[src/rtl/axi_lite_pkg.sv]
// Shared definitions for the AXI-Lite master: response codes, FSM state
// encoding and the addresses of the ctrl/mode register-file slave.
package axi_lite_pkg;

    localparam logic [1:0] RESP_OKAY   = 2'b00;
    localparam logic [1:0] RESP_EXOKAY = 2'b01;
    localparam logic [1:0] RESP_SLVERR = 2'b10;
    localparam logic [1:0] RESP_DECERR = 2'b11;

    localparam logic [31:0] CTRL_ADDR = 32'h0000_0000;
    localparam logic [31:0] MODE_ADDR = 32'h0000_0001;

    typedef enum logic [2:0] {
        IDLE,
        WR,
        WR_RESP,
        RD_ADDR,
        RD_DATA,
        RSP
    } state_t;

endpackage

[src/rtl/axi_lite_wdog.sv]
// Watchdog for the AXI-Lite master: a down-counter reloaded with LIMIT-1 on
// clear, decremented while enabled, flagging expiry on its LIMIT-th enabled
// cycle after a clear.
module axi_lite_wdog #(
    parameter int LIMIT = 1024
) (
    input  logic clk,
    input  logic reset,
    input  logic clear,
    input  logic enable,
    output logic expired
);

    localparam int CW = $clog2(LIMIT) + 1;

    logic [CW-1:0] count;

    // Reload on clear, count down while enabled, saturate at zero.
    always_ff @(posedge clk) begin
        if (reset) begin
            count <= CW'(LIMIT - 1);
        end else if (clear) begin
            count <= CW'(LIMIT - 1);
        end else if (enable && (count != '0)) begin
            count <= count - 1'b1;
        end
    end

    assign expired = enable && (count == '0);

endmodule

[src/rtl/axi_lite_master.sv]
// AXI-Lite initiator: converts one local command into one AXI-Lite read or
// write and returns the captured response on a valid/ready port.
// Optional watchdog abort is enabled by defining AXI_LITE_MASTER_TIMEOUT_EN.
module axi_lite_master #(
    parameter int ADDR_W         = 32,
    parameter int DATA_W         = 32,
    parameter int TIMEOUT_CYCLES = 1024
) (
    input  logic                s_axi_aclk,
    input  logic                reset,
    input  logic                cmd_valid,
    output logic                cmd_ready,
    input  logic                cmd_wr,
    input  logic [ADDR_W-1:0]   cmd_addr,
    input  logic [DATA_W-1:0]   cmd_wdata,
    input  logic [DATA_W/8-1:0] cmd_wstrb,
    output logic                rsp_valid,
    input  logic                rsp_ready,
    output logic [DATA_W-1:0]   rsp_rdata,
    output logic [1:0]          rsp_resp,
    output logic                rsp_timeout,
    output logic [ADDR_W-1:0]   m_axi_awaddr,
    output logic [2:0]          m_axi_awprot,
    output logic                m_axi_awvalid,
    input  logic                m_axi_awready,
    output logic [DATA_W-1:0]   m_axi_wdata,
    output logic [DATA_W/8-1:0] m_axi_wstrb,
    output logic                m_axi_wvalid,
    input  logic                m_axi_wready,
    input  logic [1:0]          m_axi_bresp,
    input  logic                m_axi_bvalid,
    output logic                m_axi_bready,
    output logic [ADDR_W-1:0]   m_axi_araddr,
    output logic [2:0]          m_axi_arprot,
    output logic                m_axi_arvalid,
    input  logic                m_axi_arready,
    input  logic [DATA_W-1:0]   m_axi_rdata,
    input  logic [1:0]          m_axi_rresp,
    input  logic                m_axi_rvalid,
    output logic                m_axi_rready
);

    import axi_lite_pkg::*;

    state_t              state, state_next;
    logic [ADDR_W-1:0]   addr_q;
    logic [DATA_W-1:0]   wdata_q;
    logic [DATA_W/8-1:0] wstrb_q;
    logic                aw_done, w_done;
    logic [DATA_W-1:0]   rdata_q;
    logic [1:0]          resp_q;
    logic                aw_hs, w_hs, b_hs, ar_hs, r_hs;
    logic                expired;
    logic                abort;

    // All channel valids/readies are decoded from registered state, so none
    // of them is combinational from a slave ready or from rsp_ready.
    assign cmd_ready     = (state == IDLE);
    assign rsp_valid     = (state == RSP);
    assign m_axi_awvalid = (state == WR) && !aw_done;
    assign m_axi_wvalid  = (state == WR) && !w_done;
    assign m_axi_bready  = (state == WR_RESP);
    assign m_axi_arvalid = (state == RD_ADDR);
    assign m_axi_rready  = (state == RD_DATA);

    assign m_axi_awaddr  = addr_q;
    assign m_axi_araddr  = addr_q;
    assign m_axi_wdata   = wdata_q;
    assign m_axi_wstrb   = wstrb_q;
    assign m_axi_awprot  = 3'b000;
    assign m_axi_arprot  = 3'b000;
    assign rsp_rdata     = rdata_q;
    assign rsp_resp      = resp_q;

    assign aw_hs = m_axi_awvalid && m_axi_awready;
    assign w_hs  = m_axi_wvalid  && m_axi_wready;
    assign b_hs  = m_axi_bvalid  && m_axi_bready;
    assign ar_hs = m_axi_arvalid && m_axi_arready;
    assign r_hs  = m_axi_rvalid  && m_axi_rready;

`ifdef AXI_LITE_MASTER_TIMEOUT_EN
    logic busy;
    logic timeout_q;

    assign busy = (state == WR) || (state == WR_RESP) ||
                  (state == RD_ADDR) || (state == RD_DATA);

    // The counter restarts whenever the FSM changes state.
    axi_lite_wdog #(
        .LIMIT (TIMEOUT_CYCLES)
    ) u_wdog (
        .clk     (s_axi_aclk),
        .reset   (reset),
        .clear   (state_next != state),
        .enable  (busy),
        .expired (expired)
    );

    // Timeout flag: cleared on a new command, set when the watchdog aborts.
    always_ff @(posedge s_axi_aclk) begin
        if (reset) begin
            timeout_q <= 1'b0;
        end else if ((state == IDLE) && cmd_valid) begin
            timeout_q <= 1'b0;
        end else if (abort) begin
            timeout_q <= 1'b1;
        end
    end

    assign rsp_timeout = timeout_q;
`else
    // Watchdog compiled out: TIMEOUT_CYCLES has no effect and nothing expires.
    assign expired     = (TIMEOUT_CYCLES < 0);
    assign rsp_timeout = 1'b0;
`endif

    // State register.
    always_ff @(posedge s_axi_aclk) begin
        if (reset) begin
            state <= IDLE;
        end else begin
            state <= state_next;
        end
    end

    // Next-state logic; a completing handshake always wins over expiry.
    always_comb begin
        state_next = state;
        abort      = 1'b0;
        unique case (state)
            IDLE: begin
                if (cmd_valid) begin
                    state_next = cmd_wr ? WR : RD_ADDR;
                end
            end
            WR: begin
                if ((aw_done || aw_hs) && (w_done || w_hs)) begin
                    state_next = WR_RESP;
                end else if (expired) begin
                    state_next = RSP;
                    abort      = 1'b1;
                end
            end
            WR_RESP: begin
                if (b_hs) begin
                    state_next = RSP;
                end else if (expired) begin
                    state_next = RSP;
                    abort      = 1'b1;
                end
            end
            RD_ADDR: begin
                if (ar_hs) begin
                    state_next = RD_DATA;
                end else if (expired) begin
                    state_next = RSP;
                    abort      = 1'b1;
                end
            end
            RD_DATA: begin
                if (r_hs) begin
                    state_next = RSP;
                end else if (expired) begin
                    state_next = RSP;
                    abort      = 1'b1;
                end
            end
            RSP: begin
                if (rsp_ready) begin
                    state_next = IDLE;
                end
            end
            default: state_next = IDLE;
        endcase
    end

    // Command capture, per-channel completion flags and response capture.
    always_ff @(posedge s_axi_aclk) begin
        if (reset) begin
            addr_q  <= '0;
            wdata_q <= '0;
            wstrb_q <= '0;
            aw_done <= 1'b0;
            w_done  <= 1'b0;
            rdata_q <= '0;
            resp_q  <= '0;
        end else begin
            unique case (state)
                IDLE: begin
                    if (cmd_valid) begin
                        addr_q  <= cmd_addr;
                        wdata_q <= cmd_wdata;
                        wstrb_q <= cmd_wstrb;
                        aw_done <= 1'b0;
                        w_done  <= 1'b0;
                    end
                end
                WR: begin
                    if (aw_hs) aw_done <= 1'b1;
                    if (w_hs)  w_done  <= 1'b1;
                end
                WR_RESP: begin
                    if (b_hs) begin
                        resp_q  <= m_axi_bresp;
                        rdata_q <= '0;
                    end
                end
                RD_DATA: begin
                    if (r_hs) begin
                        resp_q  <= m_axi_rresp;
                        rdata_q <= m_axi_rdata;
                    end
                end
                default: ;
            endcase
            if (abort) begin
                resp_q  <= RESP_SLVERR;
                rdata_q <= '0;
            end
        end
    end

endmodule

[config.mk]
export PLATFORM = sky130hd
export DESIGN_NAME = axi_lite_master
export DESIGN_NICKNAME = d
export VERILOG_FILES = /design/src/rtl/axi_lite_pkg.sv /design/src/rtl/axi_lite_wdog.sv /design/src/rtl/axi_lite_master.sv
export SDC_FILE = /design/constraint.sdc
export NUM_CORES = 1
export LEC_CHECK = 0
export BUFFER_PORTS_ARGS = -buffer_cell sky130_fd_sc_hd__buf_2
export CAP_MARGIN = 20
export CORE_MARGIN = 3
export CORE_UTILIZATION = 39
export CTS_CLUSTER_DIAMETER = 40
export CTS_CLUSTER_SIZE = 14
export DETAILED_ROUTE_END_ITERATION = 8
export HOLD_SLACK_MARGIN = 0.15
export PLACE_DENSITY_LB_ADDON = 0.15
export SLEW_MARGIN = 20
export SYNTH_ARGS = -nofsm -noshare
export SYNTH_HDL_FRONTEND = slang
export SYNTH_SLANG_ARGS = --single-unit
[constraint.sdc]
create_clock -name s_axi_aclk -period 1.5 [get_ports s_axi_aclk]
set_input_delay 0.15 -clock s_axi_aclk [delete_from_list [all_inputs] [get_ports s_axi_aclk]]
set_output_delay 0.15 -clock s_axi_aclk [all_outputs]
set_load 0.05 [all_outputs]
==> impl_results.md <==
- Run status: finished, final reports clean
- Worst VDD drop: 1.05 mV
- Initial DRC Count: 266
- Main flop type after synthesis: dfxtp_1
- Fin. Hold Viols: 0
- Reg2reg setup slack: around 0.046 ns
- Largest net degree at the start of global routing: a little under 50
- CTS tree: built
- Via count: 4476
- Clk buf depth: 2
- # DRC: 0
- Total Nets Final: 929
- Most frequent cells in the layout: buf_2, nand2_1, dfxtp_1, dlygate4sd3_1, a21oi_1
- Setup Skew: 0.00570 ns
- Die height: 113 µm
- CTS Sinks: about 110
- H-Tree Level Count: 3
- Switching Fraction: 46.1%
- CP endpoint kind: flop
- Ant diodes: 0
- RD Place Congestion: 0.772
- IO Count: 262
- Vias in the first global route: 4337
- P_sw: 5.60 mW
- DR pass1 iterations: 4
- Final setup violation count: 0
- Most common cell after layout, fill and taps aside: buf_2
- Leak: 3.29 nW
- Detail Route Antenna Nets: 0
- Initial antenna violation count: 0
- Clk pwr share: between 10% and 20%
- Chip width: ~110 µm
- CP Data Required Time: 1.72 ns
- PortBufs: 254
- Final Util: 64.4%
- Post-Synthesis Cell Area: 4430 µm²
- Site row count: 38
- CP Class: flop to flop
- RSZ-0062 raised after global routing: yes
- Area grow syn2layout: 59.5%
- Comb power frac: between 40% and 50%
- Core Region: 11000 µm²
- Layout cells sized above 1: 44.7%
- DRT Wirelength: 13400 µm
- Syn Inst Count: 500
- Period minus WS final: 1.45 ns
- Fill cells: 895
- Pins Over Slew Limit: 0
- P_int: 6.54 mW
- Critical Path AT: 1.68 ns
- First-pass GRT wire length: 21000 µm
- Seq pwr share: between 30% and 40%
- Synth warnings: 0
- Setup crit start kind: flop
- Initial Util: between 40 and 50%
- Number of synthesized register bits: around 110
- Max FO, Critical Path: 32
- GR Overflow Total: 0
- DR WL/cell: 14.0 µm
- Ys async rst share: 0%
- Final Cycle Share: 96.9%
- Netlist cell types: 31
- CTS clk-pin slew, worst paths: 0.07 ns
- DP HPWL: 8370 µm
- Min-delay worst type: input pin to flop
- Max Cap Violations: 0
- Max Fclk: 0.688 GHz
- CTS Root Cell: clkbuf_16
- Post-synth EDFFs: 0
- WHS: 0.170 ns
- Clock Latency Late Sink: 0.34 ns
- Power per cell area: about 1700 nW/µm²
- Via/cell ratio: 4.67
- Gr usage total: 20.0%
- Seq/Total Area, Yosys: 48.3%
- CTS buffer count: 9
- Mapped Avg Cell Area: 8.87 µm²
- Die area: 12700 µm²
==> critical path, cell delays in order (launching register included) <==
cell and delay (ns):
dfxtp_1 0.32, buf_12 0.15, nand3b_1 0.17, a21o_2 0.25, buf_12 0.19, a22oi_1 0.17, nor2_1 0.06
==> cells in the mapped netlist, types with 2 or more instances <==
| library cell | instances | share of area, % |
|---|---|---|
| nand2b_1 | 2 | 0.28 |
| buf_12 | 3 | 1.4 |
| clkbuf_1 | 18 | 1.5 |
| and3b_1 | 2 | 0.40 |
| and2_1 | 2 | 0.28 |
| buf_4 | 39 | 6.6 |
| mux2i_1 | 5 | 1.1 |
| buf_2 | 14 | 1.6 |
| a22oi_1 | 4 | 0.68 |
| buf_6 | 4 | 1.0 |
| mux2_2 | 2 | 0.51 |
| a22oi_2 | 30 | 8.5 |
| nor3b_1 | 2 | 0.34 |
| a21oi_1 | 69 | 7.8 |
| nand3b_1 | 3 | 0.51 |
| nor4bb_1 | 2 | 0.45 |
| o22ai_1 | 2 | 0.28 |
| nand2_1 | 139 | 12 |
| o21ai_0 | 2 | 0.23 |
| nor2_1 | 10 | 0.85 |
| dfxtp_1 | 107 | 48 |
| nor2_2 | 30 | 4.2 |
==> metal layers <==
metal	track usage, %	share of wire (%)	wire length, µm	vias to the layer above
met5	0	0	0	-
met4	10.5	3.3	437	0
li1	-	-	-	2224
met3	4.42	7.2	968	32
met1	22.5	39	5210	2033
met2	35.3	51	6810	187
==> area by class of cell <==
cell class	instances	area [µm²]	area share, %
Timing Repair Buffer	376	2600	36.8
Sequential cell	107	2150	30.4
Multi-Input combinational cell	320	1840	26.0
Clock buffer	11	253	3.57
Tap cell	140	175	2.48
Clock inverter	4	50.0	0.708
Inverter	1	3.75	0.0531
==> stage by stage <==
step | cells | power [mW] | setup slack (ns) | cell area, µm² | setup TNS (ns)
6_report | 959 | 12.1 | 0.0464 | 7070 | 0
4_1_cts | 957 | 12.1 | 0.00280 | 7000 | 0
5_1_grt | 959 | 12.7 | -0.0419 | 7070 | -0.0456
3_5_place_dp | 835 | 9.39 | 0.0144 | 5600 | 0
2_1_floorplan | 506 | 8.43 | -0.218 | 4540 | -11.71
3_3_place_gp | 835 | 9.33 | 0.0368 | 5600 | 0
==> power by group through the flow <==
stage	clock network, mW	registers, mW	logic, mW
2_1_floorplan	0	5.35	3.09
3_3_place_gp	0	3.75	5.57
3_5_place_dp	0	3.78	5.61
4_1_cts	2.44	3.73	5.92
5_1_grt	2.57	3.80	6.37
6_report	2.38	3.73	6.03
==> logic make-up after synthesis <==
family,Yosys count,share of synthesized area (%)
AND/OR/NAND/NOR,196,19.9
AO/OA/AOI/OAI,110,17.9
flip-flops,107,48.3
buffers and inverters,79,12.2
multiplexers,7,1.64
other,1,0.0846
==> path summary, 6_finish.rpt <==
path                        start               to  cells after the start
hold reg to reg   m_axi_wdata[26]  m_axi_wdata[26]                      2
hold / removal              reset          aw_done                      2
setup / recovery         state[1]    rsp_rdata[31]                      6
setup reg to reg         state[1]    rsp_rdata[31]                      6
==> flip-flops by register name, indices dropped and copies added, names as in the netlist <==
register      cells
aw_done           1
m_axi_araddr     32
m_axi_wdata      32
m_axi_wstrb       4
rsp_rdata        32
rsp_resp          2
state             3
w_done            1
==> repair_timing <==
action                                  in CTS  in global routing
pin swaps                                    1                  4
hold endpoints to repair                   104                  0
endpoints found under the setup margin       7                 39
gates cloned                                 0                  1
hold buffers                               104                  0
gates resized for setup                     11                 11
setup buffers                                3                  1
Note: power is estimated with default switching activity, not from simulation.
